File: src/rtl/memory_stage_pkg.sv
`default_nettype none
// ============================================================================
// Module      : memory_stage_pkg
// Description : Decoded control bit positions shared by the memory stage
//               and its load-alignment helper.
// Revision    : 1.0 - initial release
// ============================================================================
package memory_stage_pkg;

    // Control vector bit positions (one-hot load kind, plus memory-access flags)
    localparam int I_MEM_R = 0;   // instruction reads memory (load)
    localparam int I_MEM_W = 1;   // instruction writes memory (store)
    localparam int I_LB    = 2;
    localparam int I_LBU   = 3;
    localparam int I_LH    = 4;
    localparam int I_LHU   = 5;
    localparam int I_LW    = 6;
    localparam int I_LWL   = 7;
    localparam int I_LWR   = 8;
    localparam int I_MAX   = 9;   // width of the control vector

    // True for any instruction that must wait for a memory response
    function automatic logic is_mem(input logic [I_MAX-1:0] ctrl);
        return ctrl[I_MEM_R] | ctrl[I_MEM_W];
    endfunction

endpackage : memory_stage_pkg
`default_nettype wire

File: src/rtl/memory_stage_load_align.sv
`default_nettype none
// ============================================================================
// Module      : load_align
// Description : Combinational load-data alignment: byte/halfword extraction
//               with sign/zero extension and LWL/LWR merge with old rt.
// Revision    : 1.0 - initial release
// ============================================================================
module load_align
    import memory_stage_pkg::*;
(
    input  logic [I_MAX-1:0] i_ctrl,
    input  logic [1:0]       i_off,
    input  logic [31:0]      i_mem,
    input  logic [31:0]      i_rt,
    output logic [31:0]      o_data
);

    logic [31:0] w_shr;

    // Move the addressed byte/halfword down to bit 0 so extraction is uniform
    assign w_shr = i_mem >> {i_off, 3'b000};

    // Select the aligned value for the load kind held in the control vector
    always_comb begin
        o_data = i_mem;
        if (i_ctrl[I_LB]) begin
            o_data = {{24{w_shr[7]}}, w_shr[7:0]};
        end else if (i_ctrl[I_LBU]) begin
            o_data = {24'h000000, w_shr[7:0]};
        end else if (i_ctrl[I_LH]) begin
            o_data = {{16{w_shr[15]}}, w_shr[15:0]};
        end else if (i_ctrl[I_LHU]) begin
            o_data = {16'h0000, w_shr[15:0]};
        end else if (i_ctrl[I_LWL]) begin
            // Left part: memory bytes fill from the top, old rt keeps the low bytes
            case (i_off)
                2'd0:    o_data = (i_mem << 24) | (i_rt & 32'h00FF_FFFF);
                2'd1:    o_data = (i_mem << 16) | (i_rt & 32'h0000_FFFF);
                2'd2:    o_data = (i_mem << 8)  | (i_rt & 32'h0000_00FF);
                default: o_data = i_mem;
            endcase
        end else if (i_ctrl[I_LWR]) begin
            // Right part: memory bytes fill from the bottom, old rt keeps the high bytes
            case (i_off)
                2'd0:    o_data = i_mem;
                2'd1:    o_data = (i_mem >> 8)  | (i_rt & 32'hFF00_0000);
                2'd2:    o_data = (i_mem >> 16) | (i_rt & 32'hFFFF_0000);
                default: o_data = (i_mem >> 24) | (i_rt & 32'hFFFF_FF00);
            endcase
        end
    end

endmodule : load_align
`default_nettype wire

File: src/rtl/memory_stage.sv
`default_nettype none
// ============================================================================
// Module      : memory_stage
// Description : One-entry memory pipeline stage. Holds one instruction from
//               execute, waits for the data-memory response for loads and
//               stores, and drives the register-file write and forwarding.
// Revision    : 1.0 - initial release
// ============================================================================
module memory_stage
    import memory_stage_pkg::*;
(
    input  logic             clk,
    input  logic             resetn,
    // data memory response
    input  logic             data_data_ok,
    input  logic [31:0]      data_rdata,
    // from execute
    output logic             ready_o,
    input  logic             valid_i,
    input  logic [31:0]      pc_i,
    input  logic [31:0]      inst_i,
    input  logic [I_MAX-1:0] ctrl_i,
    input  logic [31:0]      result_i,
    input  logic [31:0]      eaddr_i,
    input  logic [31:0]      rdata2_i,
    input  logic [4:0]       waddr_i,
    // forwarding
    output logic [4:0]       wb_fwd_addr,
    output logic [31:0]      wb_fwd_data,
    output logic             wb_fwd_ok,
    // register file
    output logic             rf_we,
    output logic [4:0]       rf_waddr,
    output logic [31:0]      rf_wdata,
    // debug trace
    output logic [31:0]      debug_wb_pc,
    output logic [3:0]       debug_wb_rf_wen,
    output logic [4:0]       debug_wb_rf_wnum,
    output logic [31:0]      debug_wb_rf_wdata
);

    typedef enum logic [1:0] {
        S_EMPTY = 2'd0,
        S_BUSY  = 2'd1,
        S_WAIT  = 2'd2
    } state_t;

    state_t            r_state;
    state_t            w_state_nxt;

    logic [31:0]       r_pc;
    logic [31:0]       r_inst;
    logic [I_MAX-1:0]  r_ctrl;
    logic [31:0]       r_result;
    logic [31:0]       r_eaddr;
    logic [31:0]       r_rdata2;
    logic [4:0]        r_waddr;

    logic              w_retire;
    logic              w_accept;
    logic              w_is_load;
    logic              w_is_store;
    logic [31:0]       w_load_data;
    logic [31:0]       w_wdata;

    assign w_is_load  = r_ctrl[I_MEM_R];
    assign w_is_store = r_ctrl[I_MEM_W];

    // The held instruction leaves this cycle: non-memory ops at once, memory ops on response
    assign w_retire = (r_state == S_BUSY) || ((r_state == S_WAIT) && data_data_ok);
    assign ready_o  = (r_state == S_EMPTY) || w_retire;
    assign w_accept = valid_i && ready_o;

    // State register
    always_ff @(posedge clk or negedge resetn) begin
        if (!resetn) begin
            r_state <= S_EMPTY;
        end else begin
            r_state <= w_state_nxt;
        end
    end

    // Next state: a new instruction takes priority so accept-on-retire leaves no bubble
    always_comb begin
        w_state_nxt = r_state;
        if (w_accept) begin
            w_state_nxt = is_mem(ctrl_i) ? S_WAIT : S_BUSY;
        end else if (w_retire) begin
            w_state_nxt = S_EMPTY;
        end
    end

    // Holding register: capture every execute field on accept
    always_ff @(posedge clk or negedge resetn) begin
        if (!resetn) begin
            r_pc     <= 32'h0;
            r_inst   <= 32'h0;
            r_ctrl   <= '0;
            r_result <= 32'h0;
            r_eaddr  <= 32'h0;
            r_rdata2 <= 32'h0;
            r_waddr  <= 5'd0;
        end else if (w_accept) begin
            r_pc     <= pc_i;
            r_inst   <= inst_i;
            r_ctrl   <= ctrl_i;
            r_result <= result_i;
            r_eaddr  <= eaddr_i;
            r_rdata2 <= rdata2_i;
            r_waddr  <= waddr_i;
        end
    end

    load_align u_load_align (
        .i_ctrl (r_ctrl),
        .i_off  (r_eaddr[1:0]),
        .i_mem  (data_rdata),
        .i_rt   (r_rdata2),
        .o_data (w_load_data)
    );

    assign w_wdata = w_is_load ? w_load_data : r_result;

    // Write-back: one-cycle write on retire; stores never write the register file
    assign rf_we    = w_retire && (r_waddr != 5'd0) && !w_is_store;
    assign rf_waddr = r_waddr;
    assign rf_wdata = w_wdata;

    // Forwarding: a pending load's data is only final once its response is present
    always_comb begin
        wb_fwd_ok = 1'b0;
        case (r_state)
            S_BUSY:  wb_fwd_ok = 1'b1;
            S_WAIT:  wb_fwd_ok = w_is_load ? data_data_ok : 1'b1;
            default: wb_fwd_ok = 1'b0;
        endcase
    end

    assign wb_fwd_addr = (r_state != S_EMPTY) ? r_waddr : 5'd0;
    assign wb_fwd_data = w_wdata;

    assign debug_wb_pc       = r_pc;
    assign debug_wb_rf_wen   = {4{rf_we}};
    assign debug_wb_rf_wnum  = rf_waddr;
    assign debug_wb_rf_wdata = rf_wdata;

endmodule : memory_stage
`default_nettype wire

File: config.mk
export PLATFORM = sky130hd
export DESIGN_NAME = memory_stage
export DESIGN_NICKNAME = d
export VERILOG_FILES = /design/src/rtl/memory_stage_pkg.sv /design/src/rtl/memory_stage_load_align.sv /design/src/rtl/memory_stage.sv
export SDC_FILE = /design/constraint.sdc
export NUM_CORES = 1
export LEC_CHECK = 0
export ABC_AREA = 0
export BUFFER_PORTS_ARGS = -buffer_cell sky130_fd_sc_hd__buf_2
export CORE_AREA = 2 2 138 140
export CTS_CLUSTER_DIAMETER = 150
export DETAILED_ROUTE_END_ITERATION = 6
export DIE_AREA = 0 0 140 142
export PLACE_DENSITY_LB_ADDON = 0.15
export SLEW_MARGIN = 20
export SYNTH_ARGS = -nofsm -noshare
export SYNTH_HDL_FRONTEND = slang
export SYNTH_SLANG_ARGS = --single-unit
File: constraint.sdc
create_clock -name clk -period 2.4 [get_ports clk]
set_input_delay 0.36 -clock clk [delete_from_list [all_inputs] [get_ports clk]]
set_output_delay 0.36 -clock clk [all_outputs]
set_load 0.05 [all_outputs]
==> results of run 1 <==
[critical path: stages, from the launching register on]
cell and delay (ns):
dfrtp_2 0.43, mux4_2 0.57, a21oi_4 0.21, nand2b_4 0.07, buf_12 0.15, o311a_4 0.40, buf_6 0.16
[layout make-up]
cell class              count  area (µm²)
repair buffers            357        2843
fillers                  1562        7600
clock buffers              22       454.2
inverters                   6       22.52
flip-flops and latches    113        2834
clock inverters            10       126.4
well taps                 234       292.8
multi-input cells         429        4283
[through the flow]
| step | cell area, µm² | cells | hold slack [ns] | setup slack, ns | TNS, ns |
|---|---|---|---|---|---|
| 2_1_floorplan | 7785 | 673 | 0.06441 | -0.4555 | -9.338 |
| 3_3_place_gp | 9209 | 1132 | 0.3519 | -0.03034 | -0.8667 |
| 3_5_place_dp | 9209 | 1132 | 0.3606 | -0.03125 | -0.6920 |
| 4_1_cts | 10550 | 1168 | 0.1540 | -0.4030 | -32.76 |
| 5_1_grt | 10860 | 1171 | 0.1549 | -0.4740 | -39.31 |
| 6_report | 10860 | 1171 | 0.1682 | -0.3877 | -31.58 |
[cell families (layout without fill, tap and decap cells)]
group,Yosys count,count (layout),share of synthesized area
DFF,113,113,0.3853
AOI/OAI and AO/OA,183,183,0.1797
and+or+nand+nor,77,77,0.05729
buffers and inverters,131,395,0.1100
adders and majority gates,3,3,0.005116
muxes,166,166,0.2626
[timing repair]
| action | CTS | global route |
|---|---|---|
| setup buffers | 1 | 4 |
| setup endpoints to repair | 96 | 96 |
| pin swaps | 7 | 20 |
| gates resized for setup | 207 | 70 |
| endpoints found under the hold margin | 34 | 0 |
| hold buffers | 1 | 0 |
| cloned | 2 | 2 |
[cells in the mapped netlist (all sizes together), types with 8 or more instances]
library cell  instances  area, µm²
mux2                132       1486
dfrtp               113       2828
buf                  93      664.4
a211oi               33      247.7
clkbuf               32      120.1
o22ai                31      193.9
a21oi                27      146.4
mux2i                26      260.3
o21ai                23      118.9
a21o                 16      120.1
nand2                16      60.06
nor2                 14      52.55
nor2b                13      81.33
o221ai                9      78.83
a21boi                8      60.06
a221oi                8      70.07
mux4                  8      180.2
o221a                 8      90.09
o311a                 8      80.08
or2                   8      50.05
[layer usage]
layer / global-route usage / routed length [µm] / vias to the layer above
met5: 0 / 16 / -
met4: 0.08240 / 493 / 2
met3: 0.06225 / 1738 / 41
met2: 0.4283 / 12930 / 284
met1: 0.2961 / 9910 / 3287
li1: - / - / 2961
[registers in the layout, summed over array words and instances, names as in the netlist]
register          flops
debug_wb_rf_wnum      5
debug_wb_pc          32
r_state               2
r_eaddr               2
r_result             32
r_rdata2             32
r_ctrl                8
[worst paths after layout]
| path | start | to | cells past startpoint |
|---|---|---|---|
| max | r_eaddr[1] | rf_wdata[18] | 6 |
| min | ctrl_i[1] | r_state[0] | 2 |
| max reg2reg | r_state[0] | r_rdata2[13] | 6 |
| min reg2reg | debug_wb_pc[25] | debug_wb_pc[25] | 1 |
| max in group asynchronous | resetn | debug_wb_pc[21] | 3 |
| min in group asynchronous | resetn | r_result[26] | 2 |
==> impl_metrics.toml, run 1 <==
[worst_setup_path]
start_kind = "register"
end_kind = "output port"
crit_fanout = 12
path_class = "register to output port"
r2r_slack_ns = 0.42
cp_data_required_time_ns = 2.04
critPathArrivalTime_ns = 2.43

[synth]
ys_types = 45
synth_area_um2 = 7338
ys_seq_area_frac = 0.3853
synthArstFlopShare = 1.000
synth_ff_type = "dfrtp_1"
avgSynthCellArea_um2 = 10.90
synth_edf_count = 0
yosys_warnings = 0
synth_fp_nets = 886
synth.ff_latch_count = 113
synth_cells = 673

[floorplanning]
core_um2 = 18460
die_h_um = 142
design.die.area_um2 = 19880
rows = 50
fp.dieW_um = 140
num_io_pins = 360
initial_core_util = 0.3976

[cts]
clock_latency_ns = 0.41
clockBufferDepth = 2
cts_max_level = 4
cts_sinks = 113
cts_tree = "yes"
cts_root_buf = "clkbuf_16"
cts_buffers = 17
path_clk_slew_ns = 0.06

[route]
drt-initial-drc-count = 365
post_drt_wl_per_cell_um = 21.42
firstDrtPassIters = 7
drtAntennaViolNets = 0
vias = 6575
routed_via_density = 5.615
route.detailed.drc = 14
wirelength_mm = 25.09

[finish]
final_util = 0.5882
final_cell_mix = "buf_2, mux2_2, dfrtp_1"
drive_gt1_frac = 0.6660
nNetsFinal = 1137
final_common_cell = "buf_2"
antenna-diode-count = 0
synthToLayoutAreaGrowth_pct = 47.93

[placed_design]
port_buffers = 296
dp_hpwl_mm = 18.16
gp_congestion = 0.8826

[sta]
period_share = 1.162
min_period_ns = 2.788
fmax_mhz = 358.7
skew_ns = 0.007890
finalHoldViolCount = 0
setup_viol = 96
tightest_slew_ns = 0.5130
slew_viol_final = 0
timing.final.ws_setup_ns = -0.3877
rsz0062_at_grt = "true"
slew-limit-headroom = 0.6580

[outcome]
status = "finished, violations left"
violations = "DRC, setup timing"

[grt]
grt_pass1_vias = 6856
grt_pass1_wl_mm = 37.47
track_usage = 0.2449
grt_max_degree = 74
gr-total-overflow = 0
antenna_found_initial = 2

[worst_hold_path]
holdCritPathClass = "primary input to register"

[job]
drv_cap = 0
Power of run 1 is left out: the tool's default activity adds up to more than one toggle a clock period on the data nets, which glitch-free logic cannot reach.
==> run 2, diff against run 1 <==
--- a/config.mk
+++ b/config.mk
@@ -15,4 +15,6 @@
 export SLEW_MARGIN = 20
 export SYNTH_ARGS = -nofsm -noshare
 export SYNTH_HDL_FRONTEND = slang
+export SYNTH_HIERARCHICAL = 1
 export SYNTH_SLANG_ARGS = --single-unit
+export TNS_END_PERCENT = 20
==> run 2 against run 1 <==
Compared with the run above:
- the flow still finishes with violations (DRC, setup timing)
- die area did not move
- non-clock buffer count is 15 higher
- synthesized cell count is 5.6% lower
- clock skew up 0.0059 ns
- sequential cell count unchanged
- clock-buffer cell count shrank 5
- routed wire length shrank 8.3%
- utilization down 2.4 points
- register-to-register slack got worse by 0.08 ns
- critical path type unchanged
- critical endpoint is now debug_wb_rf_wdata[21]
==> impl_metrics.toml, run 2 <==
[placed_design]
placed_area_um2 = 8877
port_buffers = 296
gp_congestion = 0.8814
dp_hpwl_mm = 17.09
pre_cts_slack_ns = -0.1490

[cts]
clockBufferDepth = 2
cts_sinks = 113
cts_max_level = 4
clock_latency_ns = 0.42
path_clk_slew_ns = 0.06
cts_root_buf = "clkbuf_16"
cts_tree = "yes"
cts_buffers = 17

[floorplanning]
initial_core_util = 0.3945
num_io_pins = 360
rows = 50
design.die.area_um2 = 19880
fp.dieW_um = 140
die_h_um = 142
core_um2 = 18460

[grt]
grt_pass1_vias = 6121
antenna_found_initial = 0
grt_pass1_wl_mm = 34.07
grt_max_degree = 74
gr-total-overflow = 0
track_usage = 0.2237

[worst_setup_path]
r2r_cells = 6
critPathArrivalTime_ns = 2.61
crit_fanout = 12
path_class = "register to output port"
cp_data_required_time_ns = 2.04
start_kind = "register"
end_kind = "output port"

[route]
post_drt_wl_per_cell_um = 19.90
route.detailed.drc = 14
routed_via_density = 5.253
drt-initial-drc-count = 313
vias = 6073
drtAntennaViolNets = 0
firstDrtPassIters = 7
wirelength_mm = 23.01

[finish]
final_common_cell = "buf_2"
final_util = 0.5641
final_cell_mix = "buf_2, dfrtp_1, mux2_2"
finalInstanceArea_um2 = 10410
drive_gt1_frac = 0.6106
antenna-diode-count = 0
nNetsFinal = 1122
synthToLayoutAreaGrowth_pct = 42.98
n_fill_cell = 1576

[synth]
avgSynthCellArea_um2 = 11.47
synth_cells = 635
yosys_warnings = 6
synth_area_um2 = 7281
synth_fp_nets = 848

[sta]
tightest_slew_ns = 0.6729
fmax_mhz = 337.3
skew_ns = 0.01378
slew_viol_final = 0
tns_ns = -47.17
slew-limit-headroom = 0.5514
period_share = 1.235
min_period_ns = 2.965
setup_viol = 96
rsz0062_at_grt = "true"
finalHoldViolCount = 0
timing.final.ws_setup_ns = -0.5650

[worst_hold_path]
holdCritPathClass = "primary input to register"
worstHoldPathCells = 2

[outcome]
violations = "DRC, setup timing"
status = "finished, violations left"

[job]
drv_cap = 0
-- run 2: changes by cell type in the layout (fill, tap and decap cells not counted), moves of 9 or more --
cell,change
a211oi_2,-15
buf_8,+12
nor2_1,-9
mux2_1,+58
a21o_1,-10
a211oi_1,-17
mux2_4,+23
buf_4,+32
buf_2,+17
mux2_2,-39
o22ai_2,-19
buf_6,-42
-- run 2: final timing paths --
path,to,from,slack [ns]
worst max-delay path,debug_wb_rf_wdata[21],r_eaddr[0],-0.57
worst min-delay path,r_result[1],result_i[1],0.15
worst max register to register,r_rdata2[19],r_state[0],0.34
worst min register to register,r_result[0],r_result[0],0.49
max in group asynchronous,r_ctrl[7],resetn,1.31
min in group asynchronous,r_rdata2[20],resetn,0.43
-- run 2: layout make-up --
class | count | area [µm²] | area share
multi-input combinational | 394 | 3819 | 0.3668
sequential | 113 | 2835 | 0.2724
timing repair buffer | 372 | 2775 | 0.2666
clock buffer | 17 | 425.4 | 0.04087
tap | 234 | 292.8 | 0.02812
clock inverter | 15 | 221.5 | 0.02127
inverter | 11 | 41.29 | 0.003966
-- run 2: metal layers --
layer  track usage  routed length (µm)  vias to the layer above
met2        0.3632               11180                      238
met5             0                   0                        -
li1              -                   -                     2833
met3       0.06393                1552                       38
met1        0.2839                9704                     2964
met4       0.08825                 567                        0
-- run 2: per-stage QoR --
| step | std cells | hold WS [ns] |
|---|---|---|
| floorplan | 635 | 0.06441 |
| global placement | 1115 | 0.3242 |
| detailed placement | 1115 | 0.3290 |
| CTS | 1151 | 0.1276 |
| global route | 1156 | 0.1324 |
| finish | 1156 | 0.1456 |
-- run 2: critical path, stage by stage (launching register included) --
cell and delay (ns):
dfrtp_2 0.49, buf_12 0.16, buf_6 0.14, mux2_2 0.36
a22oi_1 0.20, o31a_1 0.24, o21ai_1 0.10, mux2_2 0.32
buf_6 0.17
-- run 2: repair_timing --
action / 4_1_cts / 5_1_grt
buffers inserted: 4 / 3
resized for setup: 147 / 90
hold buffers: 1 / 0
hold endpoints to repair: 26 / 0
pin swaps: 2 / 5
gates cloned: 0 / 2
endpoints found under the setup margin: 96 / 96
Power of run 2 is left out for the same reason.
==> run 3, diff against run 2 <==
--- a/config.mk
+++ b/config.mk
@@ -6,11 +6,11 @@
 export NUM_CORES = 1
 export LEC_CHECK = 0
 export ABC_AREA = 0
-export BUFFER_PORTS_ARGS = -buffer_cell sky130_fd_sc_hd__buf_2
-export CORE_AREA = 2 2 138 140
+export CORE_AREA = 2 2 141 143
 export CTS_CLUSTER_DIAMETER = 150
 export DETAILED_ROUTE_END_ITERATION = 6
-export DIE_AREA = 0 0 140 142
+export DIE_AREA = 0 0 143 145
+export DONT_BUFFER_PORTS = 1
 export PLACE_DENSITY_LB_ADDON = 0.15
 export SLEW_MARGIN = 20
 export SYNTH_ARGS = -nofsm -noshare
==> run 3 against run 2 <==
Compared with the run above:
- the flow finishes with violations (hold timing, setup timing)
- critical path depth unchanged
- maximum frequency increased by 2.3%
- register-to-register slack gained 0.03 ns
==> impl_metrics.toml, run 3 (synthesized netlist as in run 2, its figures left out) <==
[placed_design]
port_buffers = 0
dp_hpwl_mm = 15.43
gp_congestion = 0.8348

[route]
firstDrtPassIters = 5
drt-initial-drc-count = 220
post_drt_wl_per_cell_um = 23.21
wirelength_mm = 21.79
routed_via_density = 5.634
vias = 5290
route.detailed.drc = 0
drtAntennaViolNets = 0

[worst_hold_path]
holdCritPathClass = "primary input to asynchronous set/reset pin"

[worst_setup_path]
crit_fanout = 6
path_common_cell = "buf_4"
end_kind = "output port"
cp_data_required_time_ns = 2.04
cpMaxStageDelayCell = "mux2_4"
crit_family = "multiplexers"
crit_chain = "buf_4 > buf_4 > o21ai_4 > buf_12 > mux2_2 > mux2i_4 > o21ai_2 > mux2_4"
critPathMaxStageDelay_ns = 0.45
critPathArrivalTime_ns = 2.54
crit_buf_inv = 3
start_kind = "register"
path_class = "register to output port"

[cts]
clockBufferDepth = 2
cts_buffers = 17
path_clk_slew_ns = 0.06
cts_tree = "yes"
cts_root_buf = "clkbuf_16"
cts_sinks = 113
clock_latency_ns = 0.42
cts_max_level = 4

[finish]
multi_input_area_um2 = 4013
n_fill_cell = 1726
drive_gt1_frac = 0.5067
nNetsFinal = 871
synthToLayoutAreaGrowth_pct = 29.44
final_common_cell = "dfrtp_1"
regArea_um2 = 2830
final_cell_mix = "dfrtp_1, mux2_2, buf_4"

[sta]
tightest_slew_ns = 0.9117
setup_viol = 100
skew_ns = 0.01097
hold_ws_ns = -0.3617
min_period_ns = 2.898
tns_ns = -41.31
finalHoldViolCount = 113
slew-limit-headroom = 0.3902
rsz0062_at_grt = "true"
period_share = 1.208
timing.final.ws_setup_ns = -0.4984
slew_viol_final = 0
fmax_mhz = 345.0

[floorplanning]
core_um2 = 19210
fp.dieW_um = 143
design.die.area_um2 = 20740
rows = 51
initial_core_util = 0.3791
die_h_um = 145
num_io_pins = 360

[grt]
grt_pass1_wl_mm = 32.51
grt_pass1_vias = 5615
grt_max_degree = 114
antenna_found_initial = 6
gr-total-overflow = 0
track_usage = 0.2047

[outcome]
violations = "hold timing, setup timing"
status = "finished, violations left"

[job]
drv_cap = 0
[run 3: area by class of cell]
type | instances | share of cell area
multi-input combinational | 394 | 0.4258
sequential | 113 | 0.3003
timing repair buffer | 121 | 0.1702
clock buffer | 18 | 0.04554
tap | 265 | 0.03518
clock inverter | 14 | 0.01779
inverter | 11 | 0.004381
antenna | 3 | 0.0007966
[run 3: per-stage QoR]
stage | setup slack (ns) | utilization | instance area (µm²) | hold WS (ns) | std cells
CTS | -0.5461 | 0.4671 | 8971 | -0.3819 | 925
global placement | -0.2781 | 0.4231 | 8127 | 0.06901 | 889
detailed placement | -0.2050 | 0.4245 | 8154 | 0.06886 | 890
finish | -0.4984 | 0.4907 | 9424 | -0.3617 | 939
global route | -0.5798 | 0.4904 | 9419 | -0.3847 | 937
floorplan | -0.1081 | - | 7312 | 0.06441 | 635
[run 3: timing repair]
item                       CTS  global route
hold endpoints to repair   113           113
pin swaps                    3            11
setup buffers                1             8
setup endpoints to repair  100           100
gates cloned                 2             4
gates resized for setup     46            79
[run 3: worst register-to-register path, delay by kind of cell, from the launching register on]
kind	cells	cell delay, ns
flops	1	0.34
compound gates	2	0.41
mux	1	0.45
fa+ha+maj	1	0.22
buf+inv	3	0.50
[run 3: path summary, 6_finish.rpt]
kind                               from         endpoint  slack [ns]  depth (start not counted)
setup / recovery             r_eaddr[0]  wb_fwd_data[29]       -0.50                          8
hold / removal                   resetn     r_rdata2[17]       -0.36                          0
setup reg to reg             r_state[0]  debug_wb_pc[28]        0.37                          7
hold reg to reg            r_result[24]     r_result[24]        0.48                          1
max in group asynchronous        resetn     r_result[10]        2.58                          0
min in group clk              ctrl_i[1]        r_ctrl[1]        0.07                          1
[run 3: metal layers]
metal | up-vias | GRT usage | share of wire | routed length, µm
li1 | 2340 | - | - | -
met1 | 2631 | 0.2421 | 0.38 | 8335
met2 | 267 | 0.3433 | 0.49 | 10780
met3 | 46 | 0.07657 | 0.094 | 2059
met4 | 6 | 0.06238 | 0.027 | 581
met5 | - | 0 | 0.0018 | 39
Power of run 3 is left out for the same reason.
